`config.mk`:
```
export PLATFORM = sky130hd
export DESIGN_NAME = control_unit_p_flat
export DESIGN_NICKNAME = d
export VERILOG_FILES = /design/src/rtl/control_unit_p_if.sv /design/src/rtl/control_unit_p.sv /design/src/flat_wrapper.sv
export SDC_FILE = /design/constraint.sdc
export NUM_CORES = 1
export LEC_CHECK = 0
export BUFFER_PORTS_ARGS = -buffer_cell sky130_fd_sc_hd__buf_2
export CAP_MARGIN = 30
export CORE_MARGIN = 1.5
export CORE_UTILIZATION = 51
export DETAILED_ROUTE_END_ITERATION = 7
export GPL_TIMING_DRIVEN = 1
export PLACE_DENSITY = 0.84
export SETUP_SLACK_MARGIN = 0.1
export SKIP_CTS_REPAIR_TIMING = 1
export SLEW_MARGIN = 10
export SYNTH_ARGS = -nofsm -noshare
export SYNTH_HDL_FRONTEND = slang
export SYNTH_SLANG_ARGS = --single-unit
```
`constraint.sdc`:
```
create_clock -name clk -period 2.08 [get_ports clk]
set_clock_uncertainty 0.1 [all_clocks]
set_input_delay 0.416 -clock clk [delete_from_list [all_inputs] [get_ports clk]]
set_output_delay 0.416 -clock clk [all_outputs]
set_load 0.005 [all_outputs]
```
`src/rtl/control_unit_p_if.sv`:
```
// Datapath <-> control-unit signal bundle for control_unit_p.
// master = control unit side, slave = datapath/RAM/ALU side.
interface control_unit_p_if #(
  parameter int INS_W = 16,
  parameter int OPC_W = 4,
  parameter int RD_W  = 2,
  parameter int OFF_W = 8,
  parameter int CNT_W = 16
);
  logic                   en;
  logic [INS_W-1:0]       ins;
  logic                   en_ram_out;
  logic                   en_alu;
  logic                   alu_zero;

  logic                   en_ram_in;
  logic                   en_rf_pulse;
  logic                   en_pc_pulse;
  logic [(1<<RD_W)-1:0]   reg_en;
  logic                   alu_in_sel;
  logic [OPC_W-1:0]       alu_func;
  logic [1:0]             pc_ctrl;
  logic [OFF_W-1:0]       offset_addr;
  logic [CNT_W-1:0]       instr_cnt;
  logic                   trap;

  modport master (
    input  en, ins, en_ram_out, en_alu, alu_zero,
    output en_ram_in, en_rf_pulse, en_pc_pulse, reg_en, alu_in_sel,
           alu_func, pc_ctrl, offset_addr, instr_cnt, trap
  );

  modport slave (
    output en, ins, en_ram_out, en_alu, alu_zero,
    input  en_ram_in, en_rf_pulse, en_pc_pulse, reg_en, alu_in_sel,
           alu_func, pc_ctrl, offset_addr, instr_cnt, trap
  );
endinterface

```
`src/rtl/control_unit_p.sv`:
```
// control_unit_p: multi-cycle fetch/decode/execute sequencer for the CPU datapath.
// Define CU_ILLEGAL_TRAP_EN to halt on illegal opcodes; otherwise they run as NOP.
module control_unit_p #(
  parameter int INS_W = 16,
  parameter int OPC_W = 4,
  parameter int RD_W  = 2,
  parameter int OFF_W = 8,
  parameter int CNT_W = 16
) (
  input logic              clk,
  input logic              rst,
  control_unit_p_if.master bus
);
  // state  | meaning
  // IDLE   | stopped, waiting for en
  // FETCH  | en_ram_in pulse
  // WAIT   | waiting for en_ram_out, IR capture
  // DECODE | latch alu_func/alu_in_sel/rd, resolve branch
  // EXEC   | waiting for en_alu
  // WB     | en_rf_pulse with one-hot reg_en
  // PCU    | en_pc_pulse with pc_ctrl, retire count
  // TRAP   | illegal opcode, held until rst

  localparam int REG_N = 1 << RD_W;
  localparam logic [OPC_W-1:0] OP_LDI = OPC_W'(1);
  localparam logic [OPC_W-1:0] OP_OR  = OPC_W'(5);
  localparam logic [OPC_W-1:0] OP_JMP = OPC_W'(6);
  localparam logic [OPC_W-1:0] OP_JZ  = OPC_W'(7);

  typedef enum logic [2:0] {
    S_IDLE, S_FETCH, S_WAIT, S_DECODE, S_EXEC, S_WB, S_PCU, S_TRAP
  } state_e;

  state_e             state_q;
  logic [INS_W-1:0]   ir_q;
  logic [OPC_W-1:0]   alu_func_q;
  logic               alu_in_sel_q;
  logic [RD_W-1:0]    rd_q;
  logic               en_ram_in_q;
  logic               en_rf_q;
  logic               en_pc_q;
  logic [REG_N-1:0]   reg_en_q;
  logic [1:0]         pc_ctrl_q;
  logic [CNT_W-1:0]   cnt_q;

  logic [OPC_W-1:0]   opc;
  logic [RD_W-1:0]    rd;
  logic               is_alu;
  logic [1:0]         pc_ctrl_d;

  assign opc    = ir_q[INS_W-1 -: OPC_W];
  assign rd     = ir_q[INS_W-OPC_W-1 -: RD_W];
  assign is_alu = (opc >= OP_LDI) && (opc <= OP_OR);
  // Branch decision uses alu_zero as seen during DECODE.
  assign pc_ctrl_d = ((opc == OP_JMP) || ((opc == OP_JZ) && bus.alu_zero)) ? 2'b10 : 2'b01;

`ifdef CU_ILLEGAL_TRAP_EN
  logic trap_q;
  logic is_illegal;
  assign is_illegal = opc > OPC_W'(7);
`endif

  always_ff @(posedge clk) begin
    if (rst) begin
      state_q      <= S_IDLE;
      ir_q         <= '0;
      alu_func_q   <= '0;
      alu_in_sel_q <= 1'b0;
      rd_q         <= '0;
      en_ram_in_q  <= 1'b0;
      en_rf_q      <= 1'b0;
      en_pc_q      <= 1'b0;
      reg_en_q     <= '0;
      pc_ctrl_q    <= 2'b00;
      cnt_q        <= '0;
`ifdef CU_ILLEGAL_TRAP_EN
      trap_q       <= 1'b0;
`endif
    end else begin
      en_ram_in_q <= 1'b0;
      en_rf_q     <= 1'b0;
      en_pc_q     <= 1'b0;
      reg_en_q    <= '0;
      pc_ctrl_q   <= 2'b00;
      case (state_q)
        S_IDLE: begin
          if (bus.en) begin
            state_q     <= S_FETCH;
            en_ram_in_q <= 1'b1;
          end
        end
        S_FETCH: state_q <= S_WAIT;
        S_WAIT: begin
          if (bus.en_ram_out) begin
            ir_q    <= bus.ins;
            state_q <= S_DECODE;
          end
        end
        S_DECODE: begin
          alu_func_q   <= opc;
          alu_in_sel_q <= (opc == OP_LDI);
          rd_q         <= rd;
          if (is_alu) begin
            state_q <= S_EXEC;
          end
`ifdef CU_ILLEGAL_TRAP_EN
          else if (is_illegal) begin
            state_q <= S_TRAP;
            trap_q  <= 1'b1;
          end
`endif
          else begin
            state_q   <= S_PCU;
            en_pc_q   <= 1'b1;
            pc_ctrl_q <= pc_ctrl_d;
            cnt_q     <= cnt_q + CNT_W'(1);
          end
        end
        S_EXEC: begin
          if (bus.en_alu) begin
            state_q  <= S_WB;
            en_rf_q  <= 1'b1;
            reg_en_q <= REG_N'(1) << rd_q;
          end
        end
        S_WB: begin
          state_q   <= S_PCU;
          en_pc_q   <= 1'b1;
          pc_ctrl_q <= 2'b01;
          cnt_q     <= cnt_q + CNT_W'(1);
        end
        S_PCU: begin
          if (bus.en) begin
            state_q     <= S_FETCH;
            en_ram_in_q <= 1'b1;
          end else begin
            state_q <= S_IDLE;
          end
        end
`ifdef CU_ILLEGAL_TRAP_EN
        S_TRAP: state_q <= S_TRAP;
`endif
        default: state_q <= S_IDLE;
      endcase
    end
  end

  assign bus.en_ram_in   = en_ram_in_q;
  assign bus.en_rf_pulse = en_rf_q;
  assign bus.en_pc_pulse = en_pc_q;
  assign bus.reg_en      = reg_en_q;
  assign bus.alu_in_sel  = alu_in_sel_q;
  assign bus.alu_func    = alu_func_q;
  assign bus.pc_ctrl     = pc_ctrl_q;
  assign bus.offset_addr = ir_q[OFF_W-1:0];
  assign bus.instr_cnt   = cnt_q;
`ifdef CU_ILLEGAL_TRAP_EN
  assign bus.trap        = trap_q;
`else
  assign bus.trap        = 1'b0;
`endif
endmodule
```
`src/flat_wrapper.sv`:
```
// flat-port wrapper written by rule: the top's interface ports become plain ports
module control_unit_p_flat 
#(
  parameter int INS_W = 16,
  parameter int OPC_W = 4,
  parameter int RD_W  = 2,
  parameter int OFF_W = 8,
  parameter int CNT_W = 16
)
  (clk, rst, bus_en, bus_ins, bus_en_ram_out, bus_en_alu, bus_alu_zero, bus_en_ram_in, bus_en_rf_pulse, bus_en_pc_pulse, bus_reg_en, bus_alu_in_sel, bus_alu_func, bus_pc_ctrl, bus_offset_addr, bus_instr_cnt, bus_trap);
  control_unit_p_if #(.INS_W(INS_W), .OPC_W(OPC_W), .RD_W(RD_W), .OFF_W(OFF_W), .CNT_W(CNT_W)) bus_i ();
  input logic clk;
  input logic rst;
  input wire logic [$bits(bus_i.en)-1:0] bus_en;
  input wire logic [$bits(bus_i.ins)-1:0] bus_ins;
  input wire logic [$bits(bus_i.en_ram_out)-1:0] bus_en_ram_out;
  input wire logic [$bits(bus_i.en_alu)-1:0] bus_en_alu;
  input wire logic [$bits(bus_i.alu_zero)-1:0] bus_alu_zero;
  output wire logic [$bits(bus_i.en_ram_in)-1:0] bus_en_ram_in;
  output wire logic [$bits(bus_i.en_rf_pulse)-1:0] bus_en_rf_pulse;
  output wire logic [$bits(bus_i.en_pc_pulse)-1:0] bus_en_pc_pulse;
  output wire logic [$bits(bus_i.reg_en)-1:0] bus_reg_en;
  output wire logic [$bits(bus_i.alu_in_sel)-1:0] bus_alu_in_sel;
  output wire logic [$bits(bus_i.alu_func)-1:0] bus_alu_func;
  output wire logic [$bits(bus_i.pc_ctrl)-1:0] bus_pc_ctrl;
  output wire logic [$bits(bus_i.offset_addr)-1:0] bus_offset_addr;
  output wire logic [$bits(bus_i.instr_cnt)-1:0] bus_instr_cnt;
  output wire logic [$bits(bus_i.trap)-1:0] bus_trap;
  assign bus_i.en = bus_en;
  assign bus_i.ins = bus_ins;
  assign bus_i.en_ram_out = bus_en_ram_out;
  assign bus_i.en_alu = bus_en_alu;
  assign bus_i.alu_zero = bus_alu_zero;
  assign bus_en_ram_in = bus_i.en_ram_in;
  assign bus_en_rf_pulse = bus_i.en_rf_pulse;
  assign bus_en_pc_pulse = bus_i.en_pc_pulse;
  assign bus_reg_en = bus_i.reg_en;
  assign bus_alu_in_sel = bus_i.alu_in_sel;
  assign bus_alu_func = bus_i.alu_func;
  assign bus_pc_ctrl = bus_i.pc_ctrl;
  assign bus_offset_addr = bus_i.offset_addr;
  assign bus_instr_cnt = bus_i.instr_cnt;
  assign bus_trap = bus_i.trap;
  control_unit_p #(.INS_W(INS_W), .OPC_W(OPC_W), .RD_W(RD_W), .OFF_W(OFF_W), .CNT_W(CNT_W)) u_core (.clk(clk), .rst(rst), .bus(bus_i));
endmodule
```
## Yosys cells after proc, flatten, opt, wreduce, memory -nomap -nowiden

Index checks and enable logic that the tools add are counted.

| operators by class | value |
|---|---|
| $add $sub $neg | 1 |
| multipliers | 0 |
| div/mod/pow operators | 0 |
| $lt $le $gt $ge | 2 |
| equal/unequal tests | 13 |
| shifts and indexed selects | 1 |
| muxes and demuxes | 15 |
| bitwise operators | 3 |
| reductions and logical operators | 12 |

Operators by type and width:

| kind | number |
|---|---|
| 16-bit one-hot mux with 2 select lines | 1 |
| 3-bit one-hot mux with 7 select lines | 1 |
| 16-bit by 1-bit adder with 16-bit output, second input constant | 1 |
| 16-bit 2-to-1 mux | 1 |
| 3-bit == test, second input constant | 3 |
| 3-bit 2-to-1 mux | 3 |
| 4-bit by 3-bit == test with 1-bit output, second input constant | 2 |
| 2-bit != test, second input constant | 4 |
| 3-bit by 2-bit == test with 1-bit output, second input constant | 2 |
| 2-bit 2-to-1 mux | 3 |
| 2-bit OR reduction | 3 |
| 4-bit by 1-bit == test with 1-bit output, second input constant | 1 |
| 4-bit by 1-bit >= comparator with 1-bit output, second input constant | 1 |
| 4-bit by 3-bit <= comparator with 1-bit output, second input constant | 1 |
| 1-bit 2-to-1 mux | 4 |
| 2-bit one-hot mux with 2 select lines | 1 |
| 2-bit AND reduction | 2 |
| 1-bit by 2-bit left shift with 4-bit output, first input constant | 1 |
| 3-bit by 1-bit == test with 1-bit output, second input constant | 1 |
| 3-bit logical NOT | 1 |
| 1-bit inverter | 3 |
| 3-bit AND reduction | 1 |
| 3-bit OR reduction | 1 |
| 1-bit logical AND | 2 |
| 3 further kinds | 3 |

| word-level totals | value |
|---|---|
| register bits after elaboration | 51 |
| latch bits | 0 |
| RAM bits | 0 |
| ROM bits | 0 |
| input bits | 22 |
| output and inout port bits | 39 |
| word-level logic and storage cells | 58 |
| memories | 0 |

## Depth between registers and ports, before layout

| depth | value |
|---|---|
| depth after elaboration | 6 |
| mapped depth | 7 |
| depth with buffers taken out | 5 |

## Worst setup path before layout

No wires, ideal clock.

| timing | value |
|---|---|
| kind | flip-flop to flip-flop |
| start point | register u_core.state_q[1] |
| end point | register u_core.cnt_q[15], in the netlist u_core.bus.instr_cnt[15] |
| setup time | 0.121 ns |
| arrival time | 1.433 ns |
| data required time | 1.859 ns |
| path slack | 0.426 ns |
| stages on the path, launching flop included | 7 |
| buffers on the path | 1 |
| clock period less this slack | 1.654 ns |
| cells stage by stage | dfxtp_1 -> buf_6 -> nand2b_1 -> o311ai_4 -> nor2_2 -> and3_1 -> mux2_4 |

| on the way | value |
|---|---|
| cells in the longest elaborated chain, start to end | 3 |
| elaborated cells between the ends (all ways) | 6 |
| classes of those cells | eq/ne: 3; mux: 1; reduce/logical: 2 |

Ends and longest elaborated chain:

| element | RTL line | text |
|---|---|---|
| from (decl) | control_unit_p.sv:34 | `state_e state_q;` |
| from (signal assigned) | control_unit_p.sv:65 | `state_q <= S_IDLE;` |
| from (signal assigned) | control_unit_p.sv:88 | `state_q <= S_FETCH;` |
| from (signal assigned) | control_unit_p.sv:92 | `S_FETCH: state_q <= S_WAIT;` |
| 3-bit by 2-bit == test with 1-bit output or 3-bit == test (tied branches) | control_unit_p.sv:85 | `case (state_q)` |
| 2-bit != test (no source line) or 2-bit nonzero test (tied branches) | -- |  |
| 2-bit AND reduction (no source line) | -- |  |
| to (signal assigned) | control_unit_p.sv:116 | `cnt_q <= cnt_q + CNT_W'(1);` |
| to (signal assigned) | control_unit_p.sv:130 | `cnt_q <= cnt_q + CNT_W'(1);` |
| to (decl) | control_unit_p.sv:44 | `logic [CNT_W-1:0] cnt_q;` |

Parallel ways exist; a longest one is shown, timed or not.
A chain may end at the register's enable or synchronous reset.

## Worst setup path after layout

| timing | value |
|---|---|
| start point | register u_core.state_q[2] |
| end point | register u_core.cnt_q[15], in the netlist u_core.bus.instr_cnt[15] |

The elaborated chain is that of the path after synthesis.

==> out/qor.csv <==
stage,metric,value,unit
sta,finalSetupViolations,0,
flow_run,drv_cap,0,
floorplanning,dieArea,0.00450,sq mm
logic_synthesis,yosys.area.top_type_share,0.468,
grt,grt_util_all_layers,0.192,
logic_synthesis,synth_edf_count,0,
pwr,peakVddDrop,0.399,mV
sta,timing.final.crit_share,0.881,
clocking,clk_root_buffer_cell,clkbuf_8,
logic_synthesis,yosysWarningCount,0,
logic_synthesis,post_synth.cell_area_avg,8.69,sq um
pwr,cellPowerDensity,672,mW/mm^2
grt,grt_pass1_vias,1605,
sta,hold_violations,0,
logic_synthesis,synthTopCellsByCount,"dfxtp_1, nand2_1, a21oi_1, nor2_1, xnor2_1",
critical_path,rrSetupSlack,0.25,ns
detailed_routing,routed_wirelength,4040,um
logic_synthesis,netlist_area,0.00209,sq mm
clocking,clock_latency,0.29,ns
critical_path,critPathKind,reg2reg,
placement,place_ws,0.204,ns
logic_synthesis,synthCells,241,
critical_path,cp.required,2.16,ns
grt,overflow,0,
sta,min_period,1.83,ns
floorplanning,initial_core_util,0.527,
sta,drv_slew,0,
logic_synthesis,synth_area_leader_cell,dfxtp_1,
placement,place_inst,332,
detailed_routing,dr.first_iter.drc_count,78,
grt,grt_pass1_wl,6670,um
critical_path,cp.arrival,1.91,ns
floorplanning,die_h,67.1,um
cells_and_area,syn_to_final_growth,16.4,%
detailed_routing,via_count,1688,
logic_synthesis,synth.area.top_cells,"dfxtp_1, nand2_1, a21oi_1",
clocking,cts_tree,built,
detailed_routing,wl_per_cell,11.9,um
placement,io_buffers,57,
sta,clock.fmax,0.546,GHz
detailed_routing,drc,0,
critical_path,crit_fanout,8,
detailed_routing,avgViaCountPerCell,4.96,
pwr,power_leakage,0.000991,uW
critical_path,crit_path_start_kind,flop,
detailed_routing,ant_nets,0,
clocking,max-clock-path-buffers,2,
sta,fin_ws,0.247,ns
floorplanning,io_pins,61,
grt,antenna_found_initial,0,
sta,setup-tns-final,0,ns
cells_and_area,fillers,380,
detailed_routing,dr.pass1.iters,6,
sta,rsz0062_at_grt,false,
min_path,hold_class,in2reg,
logic_synthesis,synth-seq-cells,49,
clocking,cts.sinks,49,
clocking,h-tree-depth,2,
clocking,cts_made_buffers,5,
logic_synthesis,yosysUniqueCellTypes,34,
clocking,clkSlewWorstSetupHoldPaths,0.08,ns
floorplanning,die_x,67.1,um
cells_and_area,drive_above_1_share,0.290,
critical_path,critPathCaptureType,flop,
cells_and_area,antenna_cells,0,
sta,worst_pin_slew,0.562,ns
sta,slew_headroom,0.624,
floorplanning,coreArea,0.00397,sq mm
grt,grt_start_max_net_pins,30,
placement,hpwl,2880,um
floorplanning,rows,23,
status,outcome,finished clean,
cells_and_area,layoutNonFillerInstCount,340,
logic_synthesis,synthFlopType,dfxtp_1,
logic_synthesis,seq_area_frac_synth,0.468,
logic_synthesis,synthArstFlopShare,0,
cells_and_area,final_nets,312,
logic_synthesis,post-synth-top-count-cell,dfxtp_1,
logic_synthesis,synth_nets,264,
placement,gp_congestion,0.818,
==> power by group <==
| part | switching (uW) | internal [uW] |
|---|---|---|
| logic | 72.0 | 59.0 |
| clock network | 282 | 239 |
| registers | 28.6 | 957 |
| total | 383 | 1260 |
==> cell type report <==
cell class                 instances  area (sq um)  area share
multi-input combinational        163           948       0.389
clock buffer                       8          80.1      0.0329
timing repair buffer              65           345       0.142
inverter                           5          18.8     0.00770
tap                               50          62.6      0.0257
sequential                        49           982       0.403
==> final timing paths <==
kind / from / endpoint / cells past startpoint
setup / recovery: u_core.state_q[2] / u_core.bus.instr_cnt[15] / 5
setup reg to reg: u_core.state_q[2] / u_core.bus.instr_cnt[15] / 5
hold / removal: bus_ins[1] / u_core.ir_q[1] / 3
hold reg to reg: u_core.ir_q[5] / u_core.ir_q[5] / 2
==> state kept, by name (all words and copies together), names as in the netlist, 2 cells and up <==
name / count
u_core.bus.instr_cnt: 16
u_core.ir_q: 14
u_core.bus.alu_func: 4
u_core.bus.reg_en: 4
u_core.state_q: 3
u_core.bus.pc_ctrl: 2
u_core.rd_q: 2
==> cells by family after synthesis <==
logic type	share of synthesized area
AOI/OAI and AO/OA	0.0801
xor gates and xnor gates	0.0717
adders and majority gates	0.00597
buffers and inverters	0.0788
DFF	0.468
muxes	0.0167
other	0.00179
and+or+nand+nor	0.277
==> through the flow <==
stage / total power [uW] / hold slack, ns / area [sq um] / utilization
floorplan: 1100 / 0.334 / 2090 / -
CTS: 1650 / 0.249 / 2440 / 0.613
detailed placement: 1140 / 0.345 / 2360 / 0.593
global placement: 1130 / 0.338 / 2360 / 0.593
global route: 1710 / 0.259 / 2440 / 0.614
finish: 1640 / 0.254 / 2440 / 0.614
==> cell usage in the layout, fill, tap and decap left out, types with 2 or more instances in the layout <==
| cell type | n |
|---|---|
| clkbuf_1 | 3 |
| nand3_1 | 10 |
| nand4_1 | 2 |
| nand2b_1 | 4 |
| a21oi_1 | 25 |
| nor2b_1 | 5 |
| nand2_1 | 42 |
| buf_4 | 8 |
| nor3_1 | 6 |
| inv_1 | 5 |
| dfxtp_1 | 48 |
| nand3b_1 | 3 |
| nor3_2 | 7 |
| xnor2_1 | 13 |
| clkbuf_8 | 5 |
| and3_1 | 3 |
| mux2i_1 | 2 |
| and4_1 | 2 |
| nor2_1 | 25 |
| buf_2 | 57 |
==> worst max-delay path, stage by stage, from the launching register on <==
cell and delay (ns):
dfxtp_1 0.56, xor2_4 0.21, o311ai_4 0.16, nor2_2 0.20, and3_1 0.20, mux2_4 0.29
==> routing by layer <==
metal | up-vias | wire length [um] | GRT usage
li1 | 874 | - | -
met1 | 773 | 1830 | 0.231
met2 | 37 | 1970 | 0.314
met3 | 4 | 199 | 0.0541
met4 | 0 | 37 | 0.0842
met5 | - | 0 | 0
(Power assumes the default switching activity.)
